**src/rtl/io_led_seg_out_if.sv**
```systemverilog
// Store-side bus from the IO decode stage into the LED / 7-segment peripheral.
interface io_led_seg_out_if;
    logic        led_low_cs;
    logic        led_high_cs;
    logic [31:0] w_data;

    modport master (
        output led_low_cs,
        output led_high_cs,
        output w_data
    );

    modport slave (
        input  led_low_cs,
        input  led_high_cs,
        input  w_data
    );
endinterface

```
**src/rtl/io_led_seg_out.sv**
```systemverilog
// LED register plus an eight-digit, time-multiplexed, common-anode hex display.
// All board outputs come straight from flops.
module io_led_seg_out #(
    parameter int unsigned SCAN_DIV = 100000,
    parameter bit          BLANK_LZ = 1'b0
) (
    input  logic               clk,
    input  logic               rst_n,
    io_led_seg_out_if.slave    bus,
    output logic [15:0]        led,
    output logic [7:0]         seg,
    output logic [7:0]         an
);

    localparam int unsigned PC_W = (SCAN_DIV > 1) ? $clog2(SCAN_DIV) : 1;
    localparam logic [PC_W-1:0] PC_MAX = PC_W'(SCAN_DIV - 1);

    logic [31:0]     disp;
    logic [PC_W-1:0] pc;
    logic [2:0]      idx;

    logic [3:0]      nib_c;
    logic [31:0]     upper_c;
    logic            blank_c;
    logic [7:0]      hex_c;

    // CPU store capture; both strobes may load from the same data word
    always_ff @(posedge clk or negedge rst_n) begin
        if (!rst_n) begin
            led  <= 16'h0000;
            disp <= 32'h0000_0000;
        end else begin
            if (bus.led_low_cs) begin
                led <= bus.w_data[15:0];
            end
            if (bus.led_high_cs) begin
                disp <= bus.w_data;
            end
        end
    end

    // Dwell prescaler and digit index; index wraps 7 -> 0 naturally
    always_ff @(posedge clk or negedge rst_n) begin
        if (!rst_n) begin
            pc  <= '0;
            idx <= 3'd0;
        end else if (pc == PC_MAX) begin
            pc  <= '0;
            idx <= idx + 3'd1;
        end else begin
            pc  <= pc + PC_W'(1);
        end
    end

    // Select the active nibble, decide blanking and decode to active-low segments
    always_comb begin
        nib_c   = disp[{idx, 2'b00} +: 4];
        upper_c = disp >> {idx, 2'b00};
        blank_c = BLANK_LZ && (idx != 3'd0) && (upper_c == 32'h0000_0000);
        hex_c   = 8'hFF;
        case (nib_c)
            4'h0: hex_c = 8'hC0;
            4'h1: hex_c = 8'hF9;
            4'h2: hex_c = 8'hA4;
            4'h3: hex_c = 8'hB0;
            4'h4: hex_c = 8'h99;
            4'h5: hex_c = 8'h92;
            4'h6: hex_c = 8'h82;
            4'h7: hex_c = 8'hF8;
            4'h8: hex_c = 8'h80;
            4'h9: hex_c = 8'h90;
            4'hA: hex_c = 8'h88;
            4'hB: hex_c = 8'h83;
            4'hC: hex_c = 8'hC6;
            4'hD: hex_c = 8'hA1;
            4'hE: hex_c = 8'h86;
            4'hF: hex_c = 8'h8E;
            default: hex_c = 8'hFF;
        endcase
    end

    // Registered pin drive so anodes and segments always switch on the same edge
    always_ff @(posedge clk or negedge rst_n) begin
        if (!rst_n) begin
            an  <= 8'hFE;
            seg <= 8'hC0;
        end else if (blank_c) begin
            an  <= 8'hFF;
            seg <= 8'hFF;
        end else begin
            an  <= ~(8'h01 << idx);
            seg <= hex_c;
        end
    end

endmodule

```
**src/flat_wrapper.sv**
```systemverilog
// flat-port wrapper written by rule: the top's interface ports become plain ports
module io_led_seg_out_flat 
#(
    parameter int unsigned SCAN_DIV = 100000,
    parameter bit          BLANK_LZ = 1'b0
)
  (clk, rst_n, led, seg, an, bus_led_low_cs, bus_led_high_cs, bus_w_data);
  io_led_seg_out_if bus_i ();
  input  logic clk;
  input  logic rst_n;
  output logic [15:0] led;
  output logic [7:0] seg;
  output logic [7:0] an;
  input wire logic [$bits(bus_i.led_low_cs)-1:0] bus_led_low_cs;
  input wire logic [$bits(bus_i.led_high_cs)-1:0] bus_led_high_cs;
  input wire logic [$bits(bus_i.w_data)-1:0] bus_w_data;
  assign bus_i.led_low_cs = bus_led_low_cs;
  assign bus_i.led_high_cs = bus_led_high_cs;
  assign bus_i.w_data = bus_w_data;
  io_led_seg_out #(.SCAN_DIV(SCAN_DIV), .BLANK_LZ(BLANK_LZ)) u_core (.clk(clk), .rst_n(rst_n), .bus(bus_i), .led(led), .seg(seg), .an(an));
endmodule
```
**config.mk**
```make
export PLATFORM = sky130hd
export DESIGN_NAME = io_led_seg_out_flat
export DESIGN_NICKNAME = d
export VERILOG_FILES = /design/src/rtl/io_led_seg_out_if.sv /design/src/rtl/io_led_seg_out.sv /design/src/flat_wrapper.sv
export SDC_FILE = /design/constraint.sdc
export NUM_CORES = 1
export LEC_CHECK = 0
export BUFFER_PORTS_ARGS = -buffer_cell sky130_fd_sc_hd__buf_4
export CELL_PAD_IN_SITES_DETAIL_PLACEMENT = 2
export CELL_PAD_IN_SITES_GLOBAL_PLACEMENT = 2
export CORE_AREA = 2 2 99 101
export CTS_CLUSTER_DIAMETER = 60
export DETAILED_ROUTE_END_ITERATION = 8
export DIE_AREA = 0 0 101 103
export GPL_TIMING_DRIVEN = 0
export MAX_ROUTING_LAYER = met4
export PLACE_DENSITY = 0.92
export SYNTH_ARGS = -nofsm -noshare
export SYNTH_HDL_FRONTEND = slang
export SYNTH_SLANG_ARGS = --single-unit
```
**constraint.sdc**
```tcl
create_clock -name clk -period 5.55 [get_ports clk]
set_input_delay 0.8325 -clock clk [delete_from_list [all_inputs] [get_ports clk]]
set_output_delay 0.8325 -clock clk [all_outputs]
set_load 0.05 [all_outputs]
```
* Yosys cells after proc, flatten, opt, wreduce, memory -nomap -nowiden
Memories as Yosys holds them, arrays and structs flattened. A register that Yosys moved wholly into a read port is not among the register bits.
Index checks and enable logic that the tools add are counted.
** Storage, ports and cells
- Bits in read-only memories :: 112
- Word-level logic and storage cells :: 15
- Input bits :: 36
- Flip-flop bits (word level) :: 84
- Memories kept :: 1
** Cells by class
- Mux-type cells :: 1
- Reduce and logical (&&, ||, !) cells :: 1
- Bitwise operators :: 1
- Equality and inequality tests :: 1
- Shifts and indexed selects :: 2
- Add/sub/neg operators :: 2
** Memory list
- (name not given) :: depth 16, bits a word 7, read ports 1, clocked after Yosys merged registers in 1, wr ports 0, line io_led_seg_out.sv:61 : case (nib_c)
** Operators with widths (count)
- 32-bit by 6-bit indexed part select with 4-bit output :: 1
- 17-bit by 1-bit adder with 17-bit output, second input constant :: 1
- 17-bit equality test, second input constant :: 1
- 17-bit 2-to-1 mux :: 1
- 8-bit NOT :: 1
- 1-bit by 3-bit left shift with 8-bit output, first input constant :: 1
- 3-bit by 1-bit adder with 3-bit output, second input constant :: 1
- 1-bit logical NOT :: 1

* Depth between registers and ports, before layout
Gate-level depths: netlist of run 1.
- Word-level depth :: 2
- Mapped depth :: 8
- Gate-level depth less buffers :: 7

* Least setup slack after synthesis of run 1
OpenSTA, ideal clock, no wires.
- Kind :: register -> register
- From :: reg u_core.idx[0]
- To :: reg u_core.seg[0]
- Arrival time :: 2.120 ns
- Library setup time :: 0.124 ns
- Data required time :: 5.426 ns
- Period minus slack after synthesis :: 2.244 ns
- Setup slack :: 3.306 ns
- Cell stages (with the launch flop) :: 8
- Cell sequence :: dfrtp_1 buf_6 mux4_1 mux2i_1 inv_1 ha_1 and3_1 a211o_1
** On the way
- Word-level cells in the longest chain between the ends :: 1
** RTL lines
- from (decl) :: line io_led_seg_out.sv:20 : logic [2:0] idx;
- from (signal assigned) :: line io_led_seg_out.sv:49 : idx <= idx + 3'd1;
- 32-bit by 6-bit indexed part select with 4-bit output :: line io_led_seg_out.sv:57 : nib_c = disp[{idx, 2'b00} +: 4];
- to (decl) :: line io_led_seg_out.sv:11 : output logic [7:0] seg,
No other way between the ends.
A chain may end at the register's enable or synchronous reset.

* Worst setup path in the final report of run 1
Ends and elaborated chain as after synthesis.

==> results.json, run 1 <==
{
  "synth-edff-count": 0,
  "numPortBuffers": 64,
  "tritoncts": "done",
  "final.period_utilization": 0.496,
  "postCtsSetupRepairBufs": 0,
  "wire_per_inst_um": 20.0,
  "drtIter0Drc": 73,
  "grt_pass1_vias": 2713,
  "cp-end-kind": "flip-flop",
  "cts.repair.resized": 0,
  "drc": 0,
  "insertion_delay_ns": 0.37,
  "finalHoldViolCount": 0,
  "ys_ff_latch": 83,
  "grt_first_pass_wirelength_um": 14500,
  "top_layer": "met4",
  "vias": 2367,
  "dieArea_sq_um": 10400,
  "synth.top_cell.area_share": 0.506,
  "cts_buffer_depth": 2,
  "critPathKind": "flip-flop to flip-flop",
  "required_ns": 5.79,
  "hpwl_um": 6560,
  "pwr_density_cell_nw_per_um2": 301,
  "area_growth_syn_to_layout_pct": 22.1,
  "yosysWarnings": 0,
  "synth_cell_types": 39,
  "nNetsFinal": 383,
  "synth_top_cells_by_area": "dfrtp_1, mux2_2, dfstp_2, ha_1, mux4_1",
  "peakVddDrop_v": 0.000205,
  "period_needed_ns": 2.75,
  "synth_area_sq_um": 3710,
  "postSynthAreaPerCell_sq_um": 14.3,
  "yosysTopAreaCell": "dfrtp_1",
  "hp-start": "u_core.pc[0]",
  "rsz0062_at_grt": "false",
  "skew_ns": 0.0156,
  "synth.top_cells.by_count": "dfrtp_1, mux2_2, ha_1",
  "wl_met1_um": 3650,
  "die_w_um": 101,
  "fillCellCount": 957,
  "fmax_mhz": 363,
  "timing.rr.end": "u_core.seg[0]",
  "leakagePower_nw": 2.04,
  "syn_nets": 308,
  "maxSlewHeadroom": 0.303,
  "grt_max_degree": 84,
  "drt_pass1_iterations": 5,
  "antenna_cells": 0,
  "start_util": 0.392,
  "final_util": 0.479,
  "hold_depth": 1,
  "synth_most_common_cell": "dfrtp_1",
  "dr_wl_met2_um": 4910,
  "r2r_slack_ns": 2.80,
  "setup.worst_path.start_class": "flip-flop",
  "overflow": 0,
  "ios": 68,
  "fin_tns_setup_ns": 0,
  "async_flop_share": 1.00,
  "die_y_um": 103,
  "ys_seq_area_frac": 0.563,
  "reg2reg_from": "u_core.idx[0]",
  "layout-drive-gt1-share": 0.445,
  "wl_um": 9070,
  "run_status": "complete, no violations",
  "ys.flop_type": "dfrtp_1",
  "place_congestion": 0.789,
  "cts_root_buf": "clkbuf_8",
  "fp.coreArea_sq_um": 9460,
  "dr_wl_met3_um": 341,
  "num_rows": 36,
  "worstPathArrival_ns": 2.99,
  "htree_levels": 3,
  "hold_path_end": "u_core.pc[0]",
  "antenna_left": 0,
  "clock_sinks": 83,
  "track_usage": 0.197,
  "cts_hold_buf": 0,
  "cts.clk_slew.worst_paths_ns": 0.08,
  "worst_pin_slew_ns": 1.05,
  "setup_violations": 0,
  "worst-path-max-fanout": 9,
  "r2r_cells": 7,
  "holdCritPathClass": "flip-flop to flip-flop",
  "cap_viol_max_count": 0,
  "cts_buffers": 9,
  "syn_inst": 259,
  "viasPerCell": 5.23,
  "antenna_found_initial": 0,
  "slew_violations": 0
}
critical path, cell delays in order, from the launching register on:
cell and delay [ns]:
dfrtp_1 0.39, buf_6 0.19, mux4_1 0.62, mux2i_1 0.52, inv_1 0.20, ha_1 0.30, and3_1 0.17, a211o_1 0.23
per-layer routing:
metal  track usage  vias up
li1              -     1063
met1         0.221     1234
met2         0.354       59
met3        0.0312       11
met4        0.0759        0
met5             -        -
flip-flops by register name, indices dropped and copies added, names as in the netlist:
name and count:
u_core.seg 7, u_core.idx 3, u_core.pc 17, u_core.led 16, u_core.an 8, u_core.disp 32
layout make-up:
class,instances,area (sq um),area share
Timing Repair Buffer,64,480,0.106
Clock inverter,4,51.3,0.0113
Buffer,11,58.8,0.0130
Multi-Input combinational cell,155,1530,0.337
Sequential cell,83,2090,0.461
Tap cell,114,143,0.0315
Clock buffer,12,145,0.0321
Inverter,10,37.5,0.00829
worst max-delay path by stage:
stage / start / endpoint / slack, ns / depth (start not counted)
after global placement: u_core.idx[0] / u_core.seg[0] / 2.95 / 7
after global routing: u_core.idx[0] / u_core.seg[0] / 2.65 / 7
after floorplan: u_core.idx[0] / u_core.seg[0] / 3.31 / 7
after CTS: u_core.idx[0] / u_core.seg[0] / 2.78 / 7
final: u_core.idx[0] / u_core.seg[0] / 2.80 / 7
after detailed placement: u_core.idx[0] / u_core.seg[0] / 2.85 / 7
kinds of logic (layout without fill, tap and decap cells):
| kind of cell | count (synthesis) | count (layout) | synth area share |
|---|---|---|---|
| compound gates | 8 | 8 | 0.0155 |
| flops | 83 | 83 | 0.563 |
| simple gates | 47 | 47 | 0.0678 |
| other cells | 1 | 1 | 0.00101 |
| fa+ha+maj | 13 | 13 | 0.0439 |
| xor+xnor | 16 | 16 | 0.0378 |
| buf+inv | 21 | 101 | 0.0260 |
| mux | 70 | 70 | 0.245 |
power by group:
group,total [W],switching (W),internal (W)
Combinational,0.000245,0.000147,0.0000986
Sequential,0.000672,0.0000235,0.000649
Clock,0.000446,0.000226,0.000221
Total,0.00136,0.000396,0.000968
cells in the final DEF (no fill, tap or decap), drive strengths merged, types with 3 or more instances in the layout:
cell / netlist / layout
nand2: 9 / 9
clkbuf: 3 / 15
nor2: 9 / 9
nor3: 3 / 3
mux4: 8 / 8
xor2: 8 / 8
dfstp: 8 / 8
ha: 13 / 13
buf: 8 / 72
mux2i: 10 / 10
and4: 4 / 4
dfrtp: 75 / 75
nand3: 9 / 9
xnor2: 8 / 8
mux2: 52 / 52
nand4: 5 / 5
inv: 10 / 10
metrics by stage:
stage	setup slack (ns)	area [sq um]	total power [W]	cells	hold slack, ns
floorplan	3.31	3710	0.000834	259	0.448
global placement	2.95	4330	0.000915	437	0.475
detailed placement	2.85	4330	0.000931	437	0.486
CTS	2.78	4530	0.00138	453	0.506
global route	2.65	4530	0.00142	453	0.529
finish	2.80	4530	0.00136	453	0.504
Note: power is estimated with default switching activity, not from simulation.
==> run 2, diff against run 1 <==
Settings changed: CORE_AREA 2 2 99 101 to 2 2 102 104, DIE_AREA 0 0 101 103 to 0 0 104 106, PLACE_DENSITY 0.92 to 0.88.
Clock period 5.55 ns to 2.6 ns, I/O delays scaled along.
==> run 2 against run 1 <==
Net effect:
- sequential share of layout area fell by 0.57 points
- power up 110%
- largest power group unchanged
- die area up 6.0%
- critical endpoint is now u_core.seg[4]
==> results.json, run 2 (same netlist as run 1, synthesis figures left out) <==
{
  "required_ns": 2.87,
  "final_common_cell": "dfrtp_1",
  "wire_per_inst_um": 18.7,
  "wl_um": 8880,
  "cp-end-kind": "flip-flop",
  "finalHoldViolCount": 0,
  "nNetsFinal": 383,
  "cts.clk_slew.worst_paths_ns": 0.09,
  "slowest_delay_ns": 0.65,
  "tritoncts": "done",
  "antenna_found_initial": 0,
  "clock_sinks": 83,
  "cts_buffer_depth": 2,
  "setup_violations": 0,
  "critPathTopFamily": "multiplexers",
  "ios": 68,
  "cp.buffers_inverters": 2,
  "antenna_cells": 0,
  "pwr_density_cell_nw_per_um2": 637,
  "die_w_um": 104,
  "area_growth_syn_to_layout_pct": 23.6,
  "hold-worst-slack_ns": 0.195,
  "insertion_delay_ns": 0.36,
  "power_w": 0.00292,
  "place_congestion": 0.744,
  "rsz0062_at_grt": "false",
  "top_regs": "u_core.disp (32), u_core.pc (17), u_core.led (16)",
  "grt_max_degree": 84,
  "maxSlewHeadroom": 0.315,
  "numPortBuffers": 64,
  "htree_levels": 3,
  "holdCritPathClass": "primary input to asynchronous set/reset pin",
  "cts_root_buf": "clkbuf_8",
  "start_util": 0.371,
  "final_cell_mix": "dfrtp_1, buf_4, mux2_2",
  "hpwl_um": 6440,
  "largest_reg_flops": 32,
  "die_y_um": 106,
  "cts_buffers": 9,
  "fmax_mhz": 410,
  "drtIter0Drc": 73,
  "worst_pin_slew_ns": 1.03,
  "drt_pass1_iterations": 3,
  "slew_violations": 0,
  "layout-drive-gt1-share": 0.448,
  "skew_ns": 0.0158,
  "antenna_left": 0,
  "cp_cell_sequence": "buf_6 > mux4_1 > mux2i_4 > inv_1 > ha_1 > mux2_2 > o21ai_0",
  "cp_slowest_cell": "mux4_1",
  "period_needed_ns": 2.44,
  "drc": 0,
  "final.period_utilization": 0.939,
  "setup.worst_path.start_class": "flip-flop",
  "grt_pass1_vias": 2700,
  "cap_viol_max_count": 0,
  "viasPerCell": 5.00,
  "track_usage": 0.175,
  "critPathKind": "flip-flop to flip-flop",
  "grt_first_pass_wirelength_um": 14300,
  "worstPathArrival_ns": 2.71,
  "dieArea_sq_um": 11000,
  "postCtsSetupRepairBufs": 0,
  "vias": 2373,
  "max_flop_register": "u_core.disp",
  "overflow": 0,
  "fp.coreArea_sq_um": 10000,
  "run_status": "complete, no violations",
  "leakagePower_nw": 2.03,
  "num_rows": 37,
  "worst-path-max-fanout": 9,
  "peakVddDrop_v": 0.000306
}
run 2: cell types whose count changed in the layout (fill, tap and decap cells not counted), sizes merged:
cell / previous run / this run
clkbuf: 15 / 17
clkinv: 2 / 0
run 2: path summary, 6_finish.rpt:
check                           slack [ns]  cells after the start           start              end
worst max-delay path                  0.16                      7   u_core.idx[0]    u_core.seg[4]
worst min-delay path                  0.19                      1           rst_n     u_core.an[0]
worst max register to register        0.16                      7   u_core.idx[0]    u_core.seg[4]
worst min register to register        0.50                      1   u_core.idx[2]     u_core.an[5]
max in group asynchronous             1.74                      1           rst_n   u_core.led[11]
min in group clk                      0.26                      2  bus_w_data[17]  u_core.disp[17]
run 2: power breakdown:
part | leakage (nW) | total (W) | internal, W | switching [W]
clock | 0.0969 | 0.000959 | 0.000499 | 0.000461
sequential | 1.00 | 0.00143 | 0.00138 | 0.0000468
combinational | 0.936 | 0.000530 | 0.000214 | 0.000316
run 2: layout make-up:
type	instances	area, sq um
fillers	1007	5420
flip-flops and latches	83	2090
repair buffers	64	480
inverters	10	37.5
clock buffers	14	163
plain buffers	11	58.8
well taps	136	170
multi-input cells	155	1550
clock inverters	2	37.5
run 2: repair_timing:
item,CTS,global route
resized for setup,2,2
hold buffers,0,0
setup endpoints to repair,4,3
run 2: worst reg2reg max path, cell delays in order (launching register included):
cell and delay [ns]:
dfrtp_1 0.40, buf_6 0.19, mux4_1 0.66, mux2i_4 0.28
inv_1 0.14, ha_1 0.22, mux2_2 0.27, o21ai_0 0.20
run 2: metrics by stage:
step / setup WS, ns / instances / utilization / instance area, sq um / TNS (ns)
floorplan: 0.356 / 259 / - / 3710 / 0
global route: 0.0655 / 475 / 0.458 / 4580 / 0
CTS: 0.0796 / 475 / 0.457 / 4570 / 0
global placement: -0.0143 / 459 / 0.436 / 4360 / -0.0143
finish: 0.160 / 475 / 0.458 / 4580 / 0
detailed placement: -0.0377 / 459 / 0.436 / 4360 / -0.105
run 2: layer usage:
metal	track usage	vias to the layer above	wire length (um)
li1	-	1067	-
met1	0.197	1243	3680
met2	0.306	54	4720
met3	0.0466	9	383
met4	0.0521	0	101
met5	-	-	0
==> run 3, diff against run 2 <==
Settings changed: CORE_AREA 2 2 102 104 to 2 2 100 102, CTS_BUF_LIST set to sky130_fd_sc_hd__clkbuf_4, DIE_AREA 0 0 104 106 to 0 0 102 104, PLACE_DENSITY 0.88 to 0.9.
==> run 3 against run 2 <==
Net effect:
- routed wire length is 1.4% higher
- clock-buffer cell count is 4 lower
- non-clock buffer count stayed put
- register-to-register slack worse by 0.03 ns
- utilization is 1.8 points higher
- first-iteration DRC count is 4.1% lower
- critical path type unchanged
==> results.json, run 3 (same netlist as run 1, synthesis figures left out) <==
{
  "drc": 0,
  "cp-end-kind": "flip-flop",
  "num_rows": 36,
  "cts_buffers": 9,
  "setup_violations": 0,
  "fin_tns_setup_ns": 0,
  "worstPathArrival_ns": 2.80,
  "combPwrFrac": 0.186,
  "power_w": 0.00284,
  "postCtsSetupRepairBufs": 0,
  "overflow": 0,
  "ios": 68,
  "cts_buffer_depth": 2,
  "r2r_slack_ns": 0.13,
  "cp_cell_sequence": "buf_6 > mux4_1 > mux2i_4 > inv_1 > ha_1 > and3_1 > a211o_1",
  "top_usage_layer": "met2",
  "r2r_cells": 7,
  "fillCellCount": 969,
  "period_needed_ns": 2.47,
  "met1_usage": 0.237,
  "wl_um": 9000,
  "nNetsFinal": 383,
  "start_util": 0.388,
  "viasPerCell": 5.03,
  "largest_reg_flops": 32,
  "cts.clk_slew.worst_paths_ns": 0.15,
  "tritoncts": "done",
  "grt_first_pass_wirelength_um": 15000,
  "rsz0062_at_grt": "false",
  "top_regs": "u_core.disp (32), u_core.pc (17), u_core.led (16)",
  "power.internal_w": 0.00200,
  "antenna_left": 0,
  "setup.worst_path.start_class": "flip-flop",
  "die_w_um": 102,
  "fmax_mhz": 405,
  "final_cell_mix": "dfrtp_1, buf_4, mux2_2",
  "netSwitchingPower_w": 0.000842,
  "grt_max_degree": 84,
  "post-place-ws_ns": -0.0671,
  "dieArea_sq_um": 10600,
  "grt_pass1_vias": 2720,
  "worst-path-max-fanout": 9,
  "track_usage": 0.194,
  "design_area_sq_um": 4550,
  "cts_root_buf": "clkbuf_4",
  "insertion_delay_ns": 0.44,
  "peakVddDrop_v": 0.000311,
  "leakagePower_nw": 2.01,
  "required_ns": 2.93,
  "skew_ns": 0.0199,
  "slowest_delay_ns": 0.66,
  "slew_violations": 0,
  "timing.rr.end": "u_core.seg[0]",
  "worst_pin_slew_ns": 1.04,
  "die_y_um": 104,
  "drt_pass1_iterations": 4,
  "switching_share": 0.296,
  "use_met2": 0.318,
  "numPortBuffers": 64,
  "final.period_utilization": 0.949,
  "cp_slowest_cell": "mux4_1",
  "area_growth_syn_to_layout_pct": 22.6,
  "finalWorstSetupSlack_ns": 0.133,
  "wire_per_inst_um": 19.0,
  "cap_viol_max_count": 0,
  "met3_usage": 0.0423,
  "reg2reg_from": "u_core.idx[0]",
  "seqPwrFrac": 0.504,
  "htree_levels": 3,
  "hpwl_um": 6350,
  "finalHoldViolCount": 0,
  "vias": 2377,
  "antenna_found_initial": 1,
  "holdCritPathClass": "primary input to asynchronous set/reset pin",
  "fp.coreArea_sq_um": 9550,
  "layout-drive-gt1-share": 0.460,
  "clkPwrFrac": 0.311,
  "run_status": "complete, no violations",
  "drtIter0Drc": 70,
  "critPathKind": "flip-flop to flip-flop",
  "maxSlewHeadroom": 0.309,
  "pwr_density_cell_nw_per_um2": 625,
  "clock_sinks": 83,
  "max_flop_register": "u_core.disp",
  "place_area_sq_um": 4360,
  "final_common_cell": "dfrtp_1",
  "place_congestion": 0.803
}
==> run 3: changes by cell type in the layout (fill, tap and decap cells not counted) <==
cell        before  now
mux4_2           4    5
clkbuf_8        11    0
clkbuf_1         6    3
clkinvlp_4       1    3
clkbuf_4         0   10
bufinv_16        1    2
clkinv_4         0    1
mux4_1           4    3
diode_2          0    1
==> run 3: final cells by class <==
class | instances | area, sq um | share of cell area
well taps | 133 | 166 | 0.0366
clock buffers | 10 | 75.1 | 0.0165
clock inverters | 6 | 91.3 | 0.0201
plain buffers | 11 | 58.8 | 0.0129
multi-input cells | 155 | 1550 | 0.340
inverters | 10 | 37.5 | 0.00826
repair buffers | 64 | 480 | 0.106
diodes | 1 | 2.50 | 0.000551
flip-flops and latches | 83 | 2090 | 0.459
==> run 3: metrics by stage <==
stage	cells	util	hold slack [ns]
finish	473	0.476	0.0739
global route	473	0.476	0.137
CTS	472	0.474	0.137
detailed placement	456	0.456	0.481
global placement	456	0.456	0.469
floorplan	259	-	0.0944
==> run 3: repair_timing <==
item                                    4_1_cts  5_1_grt
hold buffers                                  0        0
gates resized for setup                       2        3
endpoints found under the setup margin        3        4
endpoints found under the hold margin         0        0
==> run 3: critical path, delay by kind of cell (launching register included) <==
family	cells	cell delay, ns
flip-flops	1	0.43
multiplexers	2	0.96
AND/OR/NAND/NOR	1	0.16
buffers and inverters	2	0.32
adder cells (fa/ha/maj)	1	0.25
AO/OA/AOI/OAI	1	0.23
==> run 3: power groups by stage <==
stage	clock (W)	combinational (W)	sequential, W
floorplan	0	0.000183	0.00160
global placement	0	0.000506	0.00145
detailed placement	0	0.000525	0.00146
CTS	0.000905	0.000530	0.00143
global route	0.000965	0.000562	0.00144
finish	0.000883	0.000527	0.00143
==> run 3: worst max-delay path by stage <==
stage	startpoint	to	slack, ns	cells past startpoint
after global placement	u_core.idx[0]	u_core.seg[0]	0.06	7
after floorplan	u_core.idx[0]	u_core.seg[0]	0.36	7
after detailed placement	u_core.idx[0]	u_core.seg[0]	-0.07	7
after global routing	u_core.idx[0]	u_core.seg[0]	0.02	7
final	u_core.idx[0]	u_core.seg[0]	0.13	7
after CTS	u_core.idx[0]	u_core.seg[0]	0.03	7
==> run 3: metal layers <==
| layer | part of all wire | up-vias |
|---|---|---|
| li1 | - | 1070 |
| met1 | 0.43 | 1234 |
| met2 | 0.51 | 61 |
| met3 | 0.041 | 12 |
| met4 | 0.019 | 0 |
| met5 | 0 | - |
